--- config.mk ---
export PLATFORM = sky130hd
export DESIGN_NAME = gpioemu_host
export DESIGN_NICKNAME = d
export VERILOG_FILES = /design/src/rtl/gpioemu_pkg.sv /design/src/rtl/gpioemu_bus_xfer.sv /design/src/rtl/gpioemu_host.sv
export SDC_FILE = /design/constraint.sdc
export NUM_CORES = 1
export LEC_CHECK = 0
export ABC_AREA = 1
export BUFFER_PORTS_ARGS = -buffer_cell sky130_fd_sc_hd__buf_2
export CAP_MARGIN = 25
export CORE_MARGIN = 2
export CORE_UTILIZATION = 42
export DETAILED_ROUTE_END_ITERATION = 8
export HOLD_SLACK_MARGIN = 0.12
export SKIP_CTS_REPAIR_TIMING = 1
export SYNTH_ARGS = -nofsm -noshare
export SYNTH_HDL_FRONTEND = slang
export SYNTH_SLANG_ARGS = --single-unit
--- constraint.sdc ---
create_clock -name clk -period 1.95 [get_ports clk]
set_input_delay 0.0975 -clock clk [delete_from_list [all_inputs] [get_ports clk]]
set_output_delay 0.0975 -clock clk [all_outputs]
set_load 0.03 [all_outputs]
--- src/rtl/gpioemu_pkg.sv ---
// Shared constants and state encodings for the gpioemu host-side bus initiator.
package gpioemu_pkg;

  localparam logic [15:0] ADDR_A1   = 16'h0380;
  localparam logic [15:0] ADDR_A2   = 16'h0388;
  localparam logic [15:0] ADDR_W    = 16'h0390;
  localparam logic [15:0] ADDR_L    = 16'h0398;
  localparam logic [15:0] ADDR_CTRL = 16'h03A0;

  // STATUS[1:0] = {ready, valid}; valid clear on completion means the product overflowed 32 bits
  localparam logic [1:0]  STATUS_DONE  = 2'b11;
  localparam int unsigned STATUS_READY = 1;

  typedef enum logic [3:0] {
    StIdle, StWrA1, StWrA2, StWrCtrl, StPoll, StGap, StRdW, StRdL, StResp
  } host_state_e;

  typedef enum logic [1:0] {
    PhIdle, PhSetup, PhStrobe, PhHold
  } xfer_phase_e;

endpackage

--- src/rtl/gpioemu_bus_xfer.sv ---
// Single gpioemu register access: setup, STROBE_LEN strobe-high cycles, hold.
module gpioemu_bus_xfer
  import gpioemu_pkg::*;
#(
  parameter int unsigned STROBE_LEN = 2
) (
  input  logic        clk,
  input  logic        n_reset,
  input  logic        start,
  input  logic        we,
  input  logic [15:0] addr,
  input  logic [31:0] wdata,
  output logic        done,
  output logic [31:0] rdata,
  output logic [15:0] saddress,
  output logic        swr,
  output logic        srd,
  output logic [31:0] sdata_out,
  input  logic [31:0] sdata_in
);

  xfer_phase_e phase_q, phase_d;
  logic        we_q, we_d;
  logic [31:0] cnt_q, cnt_d;
  logic [15:0] addr_q, addr_d;
  logic [31:0] wdata_q, wdata_d;
  logic [31:0] rdata_q, rdata_d;
  logic        swr_q, swr_d;
  logic        srd_q, srd_d;

  always_comb begin
    phase_d = phase_q;
    we_d    = we_q;
    cnt_d   = cnt_q;
    addr_d  = addr_q;
    wdata_d = wdata_q;
    rdata_d = rdata_q;
    swr_d   = swr_q;
    srd_d   = srd_q;
    case (phase_q)
      // A new access may start in the hold cycle so accesses run back-to-back
      PhIdle, PhHold: begin
        if (start) begin
          phase_d = PhSetup;
          we_d    = we;
          addr_d  = addr;
          if (we) wdata_d = wdata;
        end else begin
          phase_d = PhIdle;
        end
      end
      PhSetup: begin
        phase_d = PhStrobe;
        cnt_d   = '0;
        swr_d   = we_q;
        srd_d   = ~we_q;
      end
      PhStrobe: begin
        if (cnt_q == STROBE_LEN - 1) begin
          phase_d = PhHold;
          swr_d   = 1'b0;
          srd_d   = 1'b0;
          if (!we_q) rdata_d = sdata_in;
        end else begin
          cnt_d = cnt_q + 32'd1;
        end
      end
      default: phase_d = PhIdle;
    endcase
  end

  always_ff @(posedge clk or negedge n_reset) begin
    if (!n_reset) begin
      phase_q <= PhIdle;
      we_q    <= 1'b0;
      cnt_q   <= '0;
      addr_q  <= '0;
      wdata_q <= '0;
      rdata_q <= '0;
      swr_q   <= 1'b0;
      srd_q   <= 1'b0;
    end else begin
      phase_q <= phase_d;
      we_q    <= we_d;
      cnt_q   <= cnt_d;
      addr_q  <= addr_d;
      wdata_q <= wdata_d;
      rdata_q <= rdata_d;
      swr_q   <= swr_d;
      srd_q   <= srd_d;
    end
  end

  assign done      = (phase_q == PhHold);
  assign rdata     = rdata_q;
  assign saddress  = addr_q;
  assign sdata_out = wdata_q;
  assign swr       = swr_q;
  assign srd       = srd_q;

endmodule

--- src/rtl/gpioemu_host.sv ---
// Host-side initiator for gpioemu: write operands, trigger, poll status, read W and L back.
module gpioemu_host
  import gpioemu_pkg::*;
#(
  parameter int unsigned STROBE_LEN = 2,
  parameter int unsigned POLL_GAP   = 4,
  parameter int unsigned POLL_LIMIT = 1024
) (
  input  logic        clk,
  input  logic        n_reset,
  input  logic        cmd_valid,
  output logic        cmd_ready,
  input  logic [23:0] cmd_a1,
  input  logic [23:0] cmd_a2,
  output logic        rsp_valid,
  input  logic        rsp_ready,
  output logic [31:0] rsp_w,
  output logic [23:0] rsp_l,
  output logic        rsp_ovf,
  output logic        rsp_timeout,
  output logic [15:0] saddress,
  output logic        swr,
  output logic        srd,
  output logic [31:0] sdata_out,
  input  logic [31:0] sdata_in
);

  host_state_e state_q, state_d;
  logic [23:0] a2_q, a2_d;
  logic [31:0] poll_q, poll_d;
  logic [31:0] gap_q, gap_d;
  logic        cmd_ready_q, cmd_ready_d;
  logic        rsp_valid_q, rsp_valid_d;
  logic [31:0] rsp_w_q, rsp_w_d;
  logic [23:0] rsp_l_q, rsp_l_d;
  logic        rsp_ovf_q, rsp_ovf_d;
  logic        rsp_timeout_q, rsp_timeout_d;

  logic        xs_start, xs_we, xs_done;
  logic [15:0] xs_addr;
  logic [31:0] xs_wdata, xs_rdata;

  always_comb begin
    state_d       = state_q;
    a2_d          = a2_q;
    poll_d        = poll_q;
    gap_d         = gap_q;
    rsp_valid_d   = rsp_valid_q;
    rsp_w_d       = rsp_w_q;
    rsp_l_d       = rsp_l_q;
    rsp_ovf_d     = rsp_ovf_q;
    rsp_timeout_d = rsp_timeout_q;
    xs_start      = 1'b0;
    xs_we         = 1'b0;
    xs_addr       = ADDR_CTRL;
    xs_wdata      = '0;
    case (state_q)
      StIdle: begin
        if (cmd_valid && cmd_ready_q) begin
          a2_d          = cmd_a2;
          poll_d        = '0;
          rsp_w_d       = '0;
          rsp_l_d       = '0;
          rsp_ovf_d     = 1'b0;
          rsp_timeout_d = 1'b0;
          xs_start      = 1'b1;
          xs_we         = 1'b1;
          xs_addr       = ADDR_A1;
          xs_wdata      = {8'h00, cmd_a1};
          state_d       = StWrA1;
        end
      end
      StWrA1: begin
        if (xs_done) begin
          xs_start = 1'b1;
          xs_we    = 1'b1;
          xs_addr  = ADDR_A2;
          xs_wdata = {8'h00, a2_q};
          state_d  = StWrA2;
        end
      end
      StWrA2: begin
        if (xs_done) begin
          xs_start = 1'b1;
          xs_we    = 1'b1;
          xs_addr  = ADDR_CTRL;
          xs_wdata = 32'h1;
          state_d  = StWrCtrl;
        end
      end
      StWrCtrl: begin
        if (xs_done) begin
          xs_start = 1'b1;
          poll_d   = poll_q + 32'd1;
          state_d  = StPoll;
        end
      end
      StPoll: begin
        if (xs_done) begin
          if (xs_rdata[STATUS_READY]) begin
            rsp_ovf_d = (xs_rdata[1:0] != STATUS_DONE);
            xs_start  = 1'b1;
            xs_addr   = ADDR_W;
            state_d   = StRdW;
          end else if (poll_q >= POLL_LIMIT) begin
            rsp_timeout_d = 1'b1;
            rsp_valid_d   = 1'b1;
            state_d       = StResp;
          end else if (POLL_GAP == 0) begin
            xs_start = 1'b1;
            poll_d   = poll_q + 32'd1;
          end else begin
            gap_d   = '0;
            state_d = StGap;
          end
        end
      end
      // The next poll is launched in the last gap cycle so its setup follows immediately
      StGap: begin
        if (gap_q == POLL_GAP - 1) begin
          xs_start = 1'b1;
          poll_d   = poll_q + 32'd1;
          state_d  = StPoll;
        end else begin
          gap_d = gap_q + 32'd1;
        end
      end
      StRdW: begin
        if (xs_done) begin
          rsp_w_d  = xs_rdata;
          xs_start = 1'b1;
          xs_addr  = ADDR_L;
          state_d  = StRdL;
        end
      end
      StRdL: begin
        if (xs_done) begin
          rsp_l_d     = xs_rdata[23:0];
          rsp_valid_d = 1'b1;
          state_d     = StResp;
        end
      end
      StResp: begin
        if (rsp_ready) begin
          rsp_valid_d = 1'b0;
          state_d     = StIdle;
        end
      end
      default: state_d = StIdle;
    endcase
    cmd_ready_d = (state_d == StIdle);
  end

  always_ff @(posedge clk or negedge n_reset) begin
    if (!n_reset) begin
      state_q       <= StIdle;
      a2_q          <= '0;
      poll_q        <= '0;
      gap_q         <= '0;
      cmd_ready_q   <= 1'b0;
      rsp_valid_q   <= 1'b0;
      rsp_w_q       <= '0;
      rsp_l_q       <= '0;
      rsp_ovf_q     <= 1'b0;
      rsp_timeout_q <= 1'b0;
    end else begin
      state_q       <= state_d;
      a2_q          <= a2_d;
      poll_q        <= poll_d;
      gap_q         <= gap_d;
      cmd_ready_q   <= cmd_ready_d;
      rsp_valid_q   <= rsp_valid_d;
      rsp_w_q       <= rsp_w_d;
      rsp_l_q       <= rsp_l_d;
      rsp_ovf_q     <= rsp_ovf_d;
      rsp_timeout_q <= rsp_timeout_d;
    end
  end

  gpioemu_bus_xfer #(
    .STROBE_LEN(STROBE_LEN)
  ) u_xfer (
    .clk      (clk),
    .n_reset  (n_reset),
    .start    (xs_start),
    .we       (xs_we),
    .addr     (xs_addr),
    .wdata    (xs_wdata),
    .done     (xs_done),
    .rdata    (xs_rdata),
    .saddress (saddress),
    .swr      (swr),
    .srd      (srd),
    .sdata_out(sdata_out),
    .sdata_in (sdata_in)
  );

  assign cmd_ready   = cmd_ready_q;
  assign rsp_valid   = rsp_valid_q;
  assign rsp_w       = rsp_w_q;
  assign rsp_l       = rsp_l_q;
  assign rsp_ovf     = rsp_ovf_q;
  assign rsp_timeout = rsp_timeout_q;

endmodule

Word level (Yosys, flattened, before mapping). Cells that the tools add are included. W data, S select, Z words.

Word-level logic and storage cells: 140. Register bits after elaboration: 269.

Bitwise operators: 1. Add/subtract/negate cells: 3. Reduce and logical (&&, ||, !) cells: 27. $lt $le $gt $ge: 1. Equal/unequal tests: 28. Mux-type cells: 62.

Operators with widths (number): $mux W32 (9); $pmux W32 S2 (3); $add A32 B1 Y32 const B (3); $mux W24 (4); $pmux W32 S3 (1); $pmux W24 S3 (1); $pmux W24 S2 (1); $mux W4 (11); $pmux W4 S9 (1); $eq A32 B1 Y1 const B (1); $eq A32 B2 Y1 const B (1); $ge A32 B11 Y1 const B (1); $mux W6 (5); $pmux W6 S4 (1); $ne A2 B2 Y1 const B (9); $eq A4 B3 Y1 const B (4); $mux W1 (16); $ne A2 B1 Y1 const B (6); $reduce_and A3 Y1 (4); $pmux W1 S2 (5); $reduce_and A5 Y1 (2); $reduce_bool A2 Y1 (5); $eq A4 B2 Y1 const B (2); $logic_not A4 Y1 (2); other kinds (17) (24).

Longest topological paths before layout. Gate-level depths: netlist (run 1).

Depth after elaboration: 6. Mapped depth: 11. Gate-level depth less buffers: 11.

Modules after synthesis. Synthesis (run 1) repeated with hierarchy kept, for this count alone.

Cells, all modules: 1881. Area total of the unflattened synthesis: 14158.6 µm².

Modules (own cells, without submodules): gpioemu_host (cells an instance 1193, area each 8545.7 µm², sequential area each 3803.6 µm², instances 1); gpioemu_bus_xfer (cells an instance 688, area each 5612.9 µm², sequential area each 2927.8 µm², instances 1).

Worst setup path before layout (run 1). Ideal clock, no wire load.

Kind: flip-flop to flip-flop. Start: register gap_q[0]. End: register poll_q[27]. Slack: 277 ps. Cell stages (with the launch flop): 12. Data required time: 1832 ps. Data arrival time: 1555 ps. Setup time: 118 ps. Buffers on the path: 3. Path through: dfrtp_1 ha_1 buf_2 nand3_1 nor2_1 nand2_1 o21ai_2 nand2_1 buf_6 buf_6 nand2_1 o21ai_2.

Cells in the longest elaborated chain, start to end: 3.

RTL lines: start: declaration (line gpioemu_host.sv:31) `logic [31:0] gap_q, gap_d;`; start signal: assignment (line gpioemu_host.sv:170) `gap_q <= gap_d;`; $eq A32 B2 Y1 (line gpioemu_host.sv:120) `if (gap_q == POLL_GAP - 1) begin`; $ne A2 B2 Y1 (no line); $reduce_and A4 Y1 (no line); end signal: assignment (line gpioemu_host.sv:169) `poll_q <= poll_d;`; end: declaration (line gpioemu_host.sv:30) `logic [31:0] poll_q, poll_d;`.

Every way passes these cells. A chain may end at the register's enable or synchronous reset.

Final worst setup path (run 1).
Start: register state_q[3]. End: register poll_q[12].

Cells in the longest elaborated chain, start to end: 3. Elaborated cells on any way between the ends: 9. Classes of those cells: eq/ne (5); mux (1); reduce/logical (3).

RTL lines: start: declaration (line gpioemu_host.sv:28) `host_state_e state_q, state_d;`; start signal: assignment (line gpioemu_host.sv:156) `state_q <= StIdle;`; start signal: assignment (line gpioemu_host.sv:167) `state_q <= state_d;`; $eq A4 B2 Y1 (tied with other cells) (line gpioemu_host.sv:57) `case (state_q)`; $ne A2 B1 Y1 (no line) (tied with other cells); $reduce_and A4 Y1 (no line).

Parallel ways exist; a longest one is shown, timed or not.

==> results of run 1 <==
-- final cells by class --
| class | count | area, sq um |
|---|---|---|
| Timing Repair Buffer | 328 | 2370 |
| Inverter | 151 | 567 |
| Multi-Input combinational cell | 1451 | 6370 |
| Fill cell | 3024 | 14800 |
| Antenna cell | 1 | 2.50 |
| Clock inverter | 10 | 98.8 |
| Sequential cell | 249 | 6230 |
| Clock buffer | 40 | 827 |
| Tap cell | 402 | 503 |
-- sequential cells by signal, summed over array words and instances (netlist names), 4 cells and up --
name / cells
gap_q: 32
poll_q: 32
rsp_w: 32
u_xfer.cnt_q: 32
u_xfer.rdata: 32
a2_q: 24
rsp_l: 24
u_xfer.sdata_out: 24
state_q: 4
u_xfer.saddress: 4
-- final timing paths --
kind                                   startpoint                                to  slack [ns]  cells past startpoint
max                          state_q[3]$_DFF_PN0_            poll_q[12]$_DFFE_PN0P_        0.15                     11
min                                     cmd_valid    u_xfer.saddress[5]$_DFFE_PN0P_        0.21                      8
max reg2reg                  state_q[3]$_DFF_PN0_            poll_q[12]$_DFFE_PN0P_        0.15                     11
min reg2reg                u_xfer.swr$_DFFE_PN0P_            u_xfer.swr$_DFFE_PN0P_        0.47                      2
max in group asynchronous                 n_reset  u_xfer.sdata_out[21]$_DFFE_PN0P_        0.67                      4
min in group asynchronous                 n_reset              gap_q[9]$_DFFE_PN0P_        0.59                      3
-- cells in the final DEF, fill, tap and decap left out, types with 2 or more instances in the layout --
master / instances
buf_12: 10
nand2_2: 7
buf_2: 174
a21o_1: 4
conb_1: 18
or2_2: 5
dlygate4sd3_1: 83
clkinvlp_4: 2
clkbuf_1: 5
inv_1: 142
nor3_1: 24
nand4_1: 14
nand3_1: 299
dfrtp_1: 249
inv_2: 9
nand3b_1: 3
clkinv_2: 5
nor2_1: 207
o21ai_2: 10
o21ai_0: 109
nand2_1: 695
buf_4: 60
o21ai_1: 3
clkbuf_16: 29
ha_1: 7
xor2_1: 15
clkbuf_8: 6
a21oi_1: 8
nor2_2: 11
xnor2_1: 6
-- tightest hold or removal path, stage by stage --
cell and delay [ns]:
buf_2 0.08, nand2_1 0.04, inv_1 0.12, nor2_1 0.07, inv_1 0.08, nand4_1 0.10
nand3_1 0.09, nand2_1 0.05
-- power by group through the flow --
stage / combinational (mW) / clock (mW) / sequential (mW)
2_1_floorplan: 3.04 / 0 / 7.03
3_3_place_gp: 5.03 / 0 / 6.76
3_5_place_dp: 5.10 / 0 / 6.77
6_report: 5.24 / 5.31 / 6.71
5_1_grt: 5.85 / 5.65 / 6.83
4_1_cts: 5.11 / 5.44 / 6.70
-- cells by family (layout without fill, tap and decap cells) --
group,after synthesis,in the layout,share of synthesized area
other cells,1,19,0.000276
simple gates,1268,1268,0.389
compound gates,136,136,0.0540
fa+ha+maj,8,8,0.00738
buf+inv,239,529,0.0766
xor+xnor,21,21,0.0136
flops,249,249,0.459
-- through the flow --
step,hold WS (ns),instances,power (mW)
floorplan,-0.198,1939,10.1
global placement,0.0643,2498,11.8
detailed placement,0.0621,2498,11.9
CTS,-0.543,2548,17.2
global route,0.276,2632,18.3
finish,0.214,2632,17.3
-- metal layers --
metal | track usage | share of wire
met1 | 0.328 | 0.45
met2 | 0.374 | 0.46
met3 | 0.0489 | 0.064
met4 | 0.0630 | 0.029
met5 | 0 | 0.00027
==> results by group, run 1 <==
Outcome
  • Outcome: completed

Synthesis
  • EDFF count, synth: 0
  • Async set-reset flop share out of synthesis: 1.00
  • Dominant cells by area after synthesis: dfrtp_1 (46%), nand2_1 (19%), nand3_1 (11%), nor2_1 (5.8%), o21ai_0 (4.0%)
  • Cells after Synth: just under 2,000
  • #FFs+latches synth: ~250
  • Synth cell types: 31
  • Synth Cell Area: 13,600 sq um
  • Register area share after synthesis: 0.459
  • Post-synth top cells: nand2_1 (696), nand3_1 (299), dfrtp_1 (249)
  • Cell with the most instances after synthesis: nand2_1
  • Avg Synthesized Cell Area: ~7.1 sq um
  • YS warnings: 0
  • Synth Flop Type: dfrtp_1
  • Synth area leader: dfrtp_1
  • Share of the synthesized area in the top cell type: 0.459

Setup path
  • CP arrival: 2.27 ns
  • Delay-heaviest family, CP: simple AND/OR/NAND/NOR gates
  • CP Capture Type: flip-flop
  • Worst path cell trace: nor2_2, nand2_1, nor2_1, inv_1, o21ai_1, nor2_2, nand2_2, buf_12, inv_2, nand2_1, nand2_1
  • CP Data Required Time: 2.42 ns
  • CP startpoint kind: flip-flop
  • Max incr delay on CP: between 0.4 and 0.5 ns
  • Crit path max fanout: 26
  • Critical path buffer and inverter count: 3
  • Highest-delay cell along the critical path: dfrtp_1
  • Critical path class: flip-flop to flip-flop
  • Most frequent CP cell: nand2_1

Final layout
  • Layout cells sized above 1: 0.150
  • Final Net Count: 2,302
  • Final instance area: ~17,000 sq um
  • Post-Route Utilization: 0.535
  • Area growth from synthesis to layout: 25.1%

Min path
  • Hold Path Class: input pin to flip-flop

Global route
  • Largest net degree at the start of global routing: 74
  • Global Route Usage Sum: 0.236
  • GR Overflow Total: 0
  • Global-route wire length before repair: 64.6 mm
  • Initial antenna violation count: 2
  • Vias in the first global route: ~12,000

Clock tree
  • Clk slew on worst S/H paths: roughly 0.06 ns
  • CTS Buffer Depth: 3
  • Clock latency on the worst-skew pair: roughly 0.57 ns
  • H-tree depth: 1
  • Clk root buf: clkbuf_16
  • Num CTS Buffers: 29
  • CTS sink count: between 200 and 250
  • CTS tree: built

Power and ir drop
  • PwrDens: 1020 nW/um^2
  • Net Sw Frac: 0.376
  • Leak: approximately 8.8 nW
  • Combinational group share of total power: 0.304
  • Max rail drop VDD: 0.951 mV
  • Design internal power: 10.8 mW
  • P_sw: between 6 and 7 mW
  • Clock share of power: 0.308
  • Part of the power in registers: 0.389

Placement
  • Gpl congestion: between 0.9 and 1
  • Dpl cell area: approximately 15,000 sq um
  • Place WS: 0.162 ns
  • IO Port Bufs: between 150 and 200
  • Hpwl dp: around 28 mm

Die
  • Die area: about 34,000 sq um
  • # rows: 65
  • Die Width: approximately 180 microns
  • Initial Util: 0.428
  • Die Ht: about 180 microns
  • Ports: a little under 200
  • Core ar.: approximately 32,000 sq um

Drt
  • Initial DRC Count: 916
  • Vias per cell: between 5 and 6
  • Drt drc: 0
  • WL final: between 40 and 50 mm
  • Drt pass-1 iters: 5
  • Wirelength per Cell: around 15 microns
  • Via count: ~13,000
  • Remaining antenna violation count: 0

Job
  • Maxcap violations: 0

STA
  • Peak Freq: approximately 550 MHz
  • RSZ-0062 raised after global routing: true
  • Clock period minus worst slack: around 1.8 ns
  • Pins Over Slew Limit: 0
  • Worst slew margin: 0.650
  • Fin crit share: 0.925
  • Setup violations, final: 0
  • Hold Vio Cnt, Final: 0
  • Setup_tns: 0 ns
  • Setup ws final: 0.146 ns
  • Worst-Margin Slew: approximately 0.52 ns
  • Worst Skew: around 0.014 ns
No activity file was read; power rests on OpenSTA's default activity.
==> run 2, diff against run 1 <==
--- a/config.mk
+++ b/config.mk
@@ -12,6 +12,7 @@
 export CORE_UTILIZATION = 42
 export DETAILED_ROUTE_END_ITERATION = 8
 export HOLD_SLACK_MARGIN = 0.12
+export PLACE_DENSITY_LB_ADDON = 0.08
 export SKIP_CTS_REPAIR_TIMING = 1
 export SYNTH_ARGS = -nofsm -noshare
 export SYNTH_HDL_FRONTEND = slang
==> results by group, run 2 (same netlist as run 1, synthesis figures left out) <==
Outcome
  • Outcome: completed

Final layout
  • Area growth from synthesis to layout: 26.4%
  • Register area: 6230 sq um (unchanged)
  • Non-Filler Instances: 2,628 (-0.15%)
  • Final instance area: 17,100 sq um (+1.1%)
  • Final Net Count: 2,298 (-0.17%)
  • Layout cells sized above 1: 0.149 (-0.00115)
  • Fillers: 3,069 (+1.5%)
  • Number of antenna diodes: 0 (-1)
  • Commonest non-fill, non-tap cell in the layout: nand2_1
  • Most frequent cells in the layout: nand2_1 (695), nand3_1 (299), dfrtp_1 (249), nor2_1 (207), buf_2 (174)
  • Multi-input logic area: 6380 sq um (about the same)

STA
  • Peak Freq: 545 MHz (-1.7%)
  • Hold Vio Cnt, Final: 0 (unchanged)
  • Setup_tns: 0 ns (unchanged)
  • Hold slack: 0.226 ns (+0.0117 ns)
  • Fin crit share: 0.941 (+0.0158)
  • RSZ-0062 raised after global routing: false
  • Setup violations, final: 0 (unchanged)
  • Pins Over Slew Limit: 0 (unchanged)
  • Worst Skew: 0.0228 ns (+0.00849 ns)
  • Worst-Margin Slew: 0.525 ns (+0.00216 ns)
  • Worst slew margin: 0.649 (-0.00145)
  • Clock period minus worst slack: 1.83 ns (+0.0309 ns)

Drt
  • Via count: 13,300 (-0.87%)
  • Drt drc: 0 (unchanged)
  • WL final: 40.0 mm (-0.67%)
  • Remaining antenna violation count: 0 (unchanged)
  • Wirelength per Cell: 15.2 microns (-0.52%)
  • Vias per cell: 5.06 (-0.71%)
  • Drt pass-1 iters: 5 (unchanged)
  • Initial DRC Count: 757 (-17%)

Power and ir drop
  • Max rail drop VDD: 0.764 mV (-20%)
  • Leak: 8.86 nW (+0.72%)
  • PwrDens: 1050 nW/um^2 (+3.5%)

Setup path
  • R2R depth: 9 (-2)
  • CP arrival: 2.27 ns (about the same)
  • Highest-delay cell along the critical path: dfrtp_1
  • Worst setup path start: poll_q[10]$_DFFE_PN0P_
  • Critical path depth: 9 (-2)
  • Worst path cell trace: inv_1, nand2_1, nor2_1, nand4_1, nand2_1, nand3_1, buf_12, nand2_1, nand2_1
  • Critical R2R Capture: gap_q[0]$_DFFE_PN0P_
  • Max incr delay on CP: 0.43 ns (about the same)
  • Crit path max fanout: 32 (+23%)
  • CP Capture Type: flip-flop
  • Critical path class: flip-flop to flip-flop
  • CP startpoint kind: flip-flop
  • Most frequent CP cell: nand2_1
  • Critical path buffer and inverter count: 2 (-1)
  • R2r setup slk: 0.12 ns (-0.03 ns)
  • Worst Setup EP: gap_q[0]$_DFFE_PN0P_
  • Delay-heaviest family, CP: simple AND/OR/NAND/NOR gates
  • CP Data Required Time: 2.39 ns (-0.03 ns)
  • R2R Path Start: poll_q[10]$_DFFE_PN0P_

Clock tree
  • Num CTS Buffers: 29 (unchanged)
  • Clock latency on the worst-skew pair: 0.57 ns (about the same)
  • CTS Buffer Depth: 3 (unchanged)
  • CTS sink count: 249 (unchanged)
  • Clk root buf: clkbuf_16
  • H-tree depth: 1 (unchanged)
  • CTS tree: built
  • Clk slew on worst S/H paths: 0.06 ns (about the same)

Placement
  • Dpl cell area: 15,200 sq um (+0.12%)
  • Hpwl dp: 27.6 mm (-2.4%)
  • Inst Count DP: 2,492 (-0.24%)
  • Gpl congestion: 0.910 (-0.12%)
  • IO Port Bufs: 175 (unchanged)

Die
  • # rows: 65 (unchanged)
  • Ports: 194 (unchanged)
  • Die area: 33,700 sq um (unchanged)
  • Core ar.: 31,700 sq um (unchanged)
  • Die Ht: 184 microns (unchanged)
  • Initial Util: 0.428 (unchanged)
  • Die Width: 184 microns (unchanged)

Job
  • Maxcap violations: 0 (unchanged)

Global route
  • Vias in the first global route: 12,400 (-0.66%)
  • Largest net degree at the start of global routing: 59 (-20%)
  • Initial antenna violation count: 1 (-1)
  • Global-route wire length before repair: 64.3 mm (-0.42%)
  • Global Route Usage Sum: 0.233 (-0.00292)
  • GR Overflow Total: 0 (unchanged)

Min path
  • Worst hold path stage count: 6 (-2)
  • Hold Path Class: input pin to flip-flop
[run 2: metrics by stage]
step            util  setup slack [ns]  total power, mW
6_report       0.541             0.115             18.1
3_3_place_gp   0.480             0.161             11.8
5_1_grt        0.541           0.00557             19.2
2_1_floorplan      -             0.277             10.1
4_1_cts        0.513             0.110             17.9
3_5_place_dp   0.480             0.141             11.8
[run 2: final cells by class]
| type | instances | area share |
|---|---|---|
| clock buffer | 36 | 0.0456 |
| clock inverter | 15 | 0.0158 |
| inverter | 151 | 0.0331 |
| multi-input combinational | 1451 | 0.372 |
| sequential | 249 | 0.363 |
| tap | 402 | 0.0293 |
| timing repair buffer | 324 | 0.141 |
[run 2: power by group]
| group | total [mW] | leakage (nW) | switching [mW] | internal [mW] |
|---|---|---|---|---|
| registers | 6.72 | 3.34 | 0.637 | 6.09 |
| clock network | 6.02 | 0.512 | 2.25 | 3.77 |
| logic | 5.32 | 5.00 | 3.65 | 1.67 |
[run 2: worst min path at each step]
| stage | start | to | slack (ns) |
|---|---|---|---|
| after detailed placement | n_reset | gap_q[29]$_DFFE_PN0P_ | 0.09 |
| after CTS | n_reset | poll_q[23]$_DFFE_PN0P_ | -0.50 |
| after floorplan | n_reset | a2_q[0]$_DFFE_PN0P_ | -0.20 |
| after global routing | cmd_valid | u_xfer.saddress[5]$_DFFE_PN0P_ | 0.30 |
| after global placement | n_reset | gap_q[29]$_DFFE_PN0P_ | 0.09 |
| final | cmd_valid | rsp_ovf$_DFFE_PN0P_ | 0.23 |
[run 2: routing by layer]
metal,vias up,share of wire,global-route usage
met1,6198,0.47,0.327
met4,2,0.027,0.0598
met5,-,0.00032,0
met2,372,0.45,0.369
met3,67,0.059,0.0466
li1,6654,-,-
[run 2: worst register-to-register path: cells and delay by family (launching register included)]
kind | cells | cell delay (ns)
buffers and inverters | 2 | 0.32
DFF | 1 | 0.43
and+or+nand+nor | 7 | 0.97
==> run 3, diff against run 2 <==
--- a/config.mk
+++ b/config.mk
@@ -8,6 +8,7 @@
 export ABC_AREA = 1
 export BUFFER_PORTS_ARGS = -buffer_cell sky130_fd_sc_hd__buf_2
 export CAP_MARGIN = 25
+export CORE_ASPECT_RATIO = 1.75
 export CORE_MARGIN = 2
 export CORE_UTILIZATION = 42
 export DETAILED_ROUTE_END_ITERATION = 8
==> results by group, run 3 (same netlist as run 1, synthesis figures left out) <==
Outcome
  • Outcome: completed

STA
  • RSZ-0062 raised after global routing: false
  • Setup_tns: 0 ns (unchanged)
  • Fin crit share: 0.907 (-0.0340)
  • Worst Skew: 0.0273 ns (+0.00457 ns)
  • Setup ws final: 0.181 ns (+0.0663 ns)
  • Worst-Margin Slew: 0.952 ns (+0.427 ns)
  • Peak Freq: 565 MHz (+3.8%)
  • Hold Vio Cnt, Final: 0 (unchanged)
  • Worst slew margin: 0.364 (-0.285)
  • Clock period minus worst slack: 1.77 ns (-0.0663 ns)
  • Setup violations, final: 0 (unchanged)
  • Pins Over Slew Limit: 0 (unchanged)

Global route
  • Global-route wire length before repair: 66.8 mm (+3.9%)
  • Vias in the first global route: 12,900 (+4.3%)
  • Initial antenna violation count: 0 (-1)
  • GR Overflow Total: 0 (unchanged)
  • Largest net degree at the start of global routing: 74 (+25%)
  • Global Route Usage Sum: 0.242 (+0.00916)

Drt
  • WL final: 42.3 mm (+5.8%)
  • DRT met1 WL: 16.1 mm (-14%)
  • Metal3 WL: 1.97 mm (-17%)
  • Vias per cell: 5.04 (-0.36%)
  • DR WL met2: 21.9 mm (+22%)
  • Drt drc: 0 (unchanged)
  • Wirelength per Cell: 16.1 microns (+5.6%)
  • Drt pass-1 iters: 5 (unchanged)
  • Initial DRC Count: 662 (-13%)
  • Remaining antenna violation count: 0 (unchanged)
  • Via count: 13,300 (-0.21%)
  • Max Used Layer: met4

Placement
  • Hpwl dp: 29.8 mm (+8.2%)
  • Place WS: 0.0950 ns (-0.0457 ns)
  • Gpl congestion: 0.914 (+0.43%)
  • IO Port Bufs: 175 (unchanged)

Clock tree
  • Clk slew on worst S/H paths: 0.07 ns (about the same)
  • CTS tree: built
  • H-tree depth: 1 (unchanged)
  • CTS Buffer Depth: 3 (unchanged)
  • Num CTS Buffers: 25 (-14%)
  • Clk root buf: clkbuf_16
  • CTS sink count: 249 (unchanged)
  • Clock latency on the worst-skew pair: 0.56 ns (about the same)

Die
  • Initial Util: 0.424 (-0.00381)
  • Ports: 194 (unchanged)
  • Die Width: 140 microns (-24%)
  • Core ar.: 32,000 sq um (+0.90%)
  • # rows: 87 (+34%)
  • Die area: 33,800 sq um (+0.17%)
  • Die Ht: 242 microns (+32%)

Final layout
  • Commonest non-fill, non-tap cell in the layout: nand2_1
  • Post-Route Utilization: 0.533 (-0.00775)
  • Fillers: 3,169 (+3.3%)
  • Layout cells sized above 1: 0.152 (+0.00274)
  • Number of antenna diodes: 0 (unchanged)
  • Area growth from synthesis to layout: 25.7%
  • Final Net Count: 2,305 (+0.30%)
  • Most frequent cells in the layout: nand2_1 (694), nand3_1 (299), dfrtp_1 (248), nor2_1 (209), buf_2 (174)

Setup path
  • CP Data Required Time: 2.45 ns (+0.06 ns)
  • Crit path max fanout: 24 (-25%)
  • Critical path class: flip-flop to flip-flop
  • R2R depth: 6 (-3)
  • CP Capture Type: flip-flop
  • CP arrival: 2.27 ns (about the same)
  • CP startpoint kind: flip-flop

Power and ir drop
  • P_sw: 6.40 mW (-2.0%)
  • PwrDens: 1020 nW/um^2 (-3.0%)
  • Max rail drop VDD: 0.829 mV (+8.6%)
  • Design internal power: 11.0 mW (-4.5%)
  • Clock share of power: 0.313 (-0.020)
  • Net Sw Frac: 0.368 (+0.00596)
  • Part of the power in registers: 0.386 (+0.014)
  • Leak: 8.84 nW (-0.25%)
  • Combinational group share of total power: 0.301 (+0.006)

Min path
  • Worst hold path stage count: 8 (+2)
  • Hold Path Class: input pin to flip-flop

Job
  • Maxcap violations: 0 (unchanged)
-- run 3: changes by cell type in the layout (fill, tap and decap cells not counted), sizes merged --
cell	delta
buf	+13
clkinvlp	-1
bufinv	-3
clkinv	-4
clkbuf	+2
dlygate4sd3	-1
-- run 3: final timing paths --
check	start	slack, ns	end
hold / removal	cmd_valid	0.18	u_xfer.saddress[5]$_DFFE_PN0P_
min in group asynchronous	n_reset	0.19	poll_q[28]$_DFFE_PN0P_
setup reg to reg	state_q[0]$_DFF_PN0_	0.18	rsp_l[4]$_DFFE_PN0P_
hold reg to reg	u_xfer.rdata[24]$_DFFE_PN0P_	0.48	u_xfer.rdata[24]$_DFFE_PN0P_
setup / recovery	state_q[0]$_DFF_PN0_	0.18	rsp_l[4]$_DFFE_PN0P_
max in group asynchronous	n_reset	0.40	gap_q[26]$_DFFE_PN0P_
-- run 3: per-layer routing --
metal,up-vias,global-route usage
li1,6647,-
met1,6127,0.277
met2,368,0.435
met3,123,0.0400
met4,0,0.115
met5,-,0
-- run 3: layout make-up --
class,instances,area (sq um),share of cell area
clock buffer,39,768,0.0450
clock inverter,7,156,0.00917
inverter,151,567,0.0332
multi-input combinational,1451,6370,0.374
sequential,249,6230,0.365
tap,400,500,0.0293
timing repair buffer,335,2460,0.144
-- run 3: critical path, cell delays in order (launching register included) --
cell and delay [ns]:
dfrtp_1 0.47, nand2_1 0.17, nor2_2 0.25, nand2_2 0.13, nand2_2 0.42, nand3_1 0.15, nand2_1 0.10
-- run 3: per-stage QoR --
step	hold slack [ns]	instance area [sq um]	instances	total power [mW]
6_report	0.180	17100	2632	17.4
5_1_grt	0.212	17100	2632	18.5
4_1_cts	-0.526	16200	2548	17.4
3_5_place_dp	0.0624	15300	2502	11.9
3_3_place_gp	0.0651	15300	2502	11.9
2_1_floorplan	-0.198	13600	1939	10.1
-- run 3: power by group through the flow --
stage	clock network (mW)	registers (mW)	logic, mW
CTS	5.57	6.71	5.14
finish	5.45	6.72	5.25
detailed placement	0	6.80	5.12
global route	5.78	6.84	5.91
global placement	0	6.79	5.09
floorplan	0	7.03	3.04
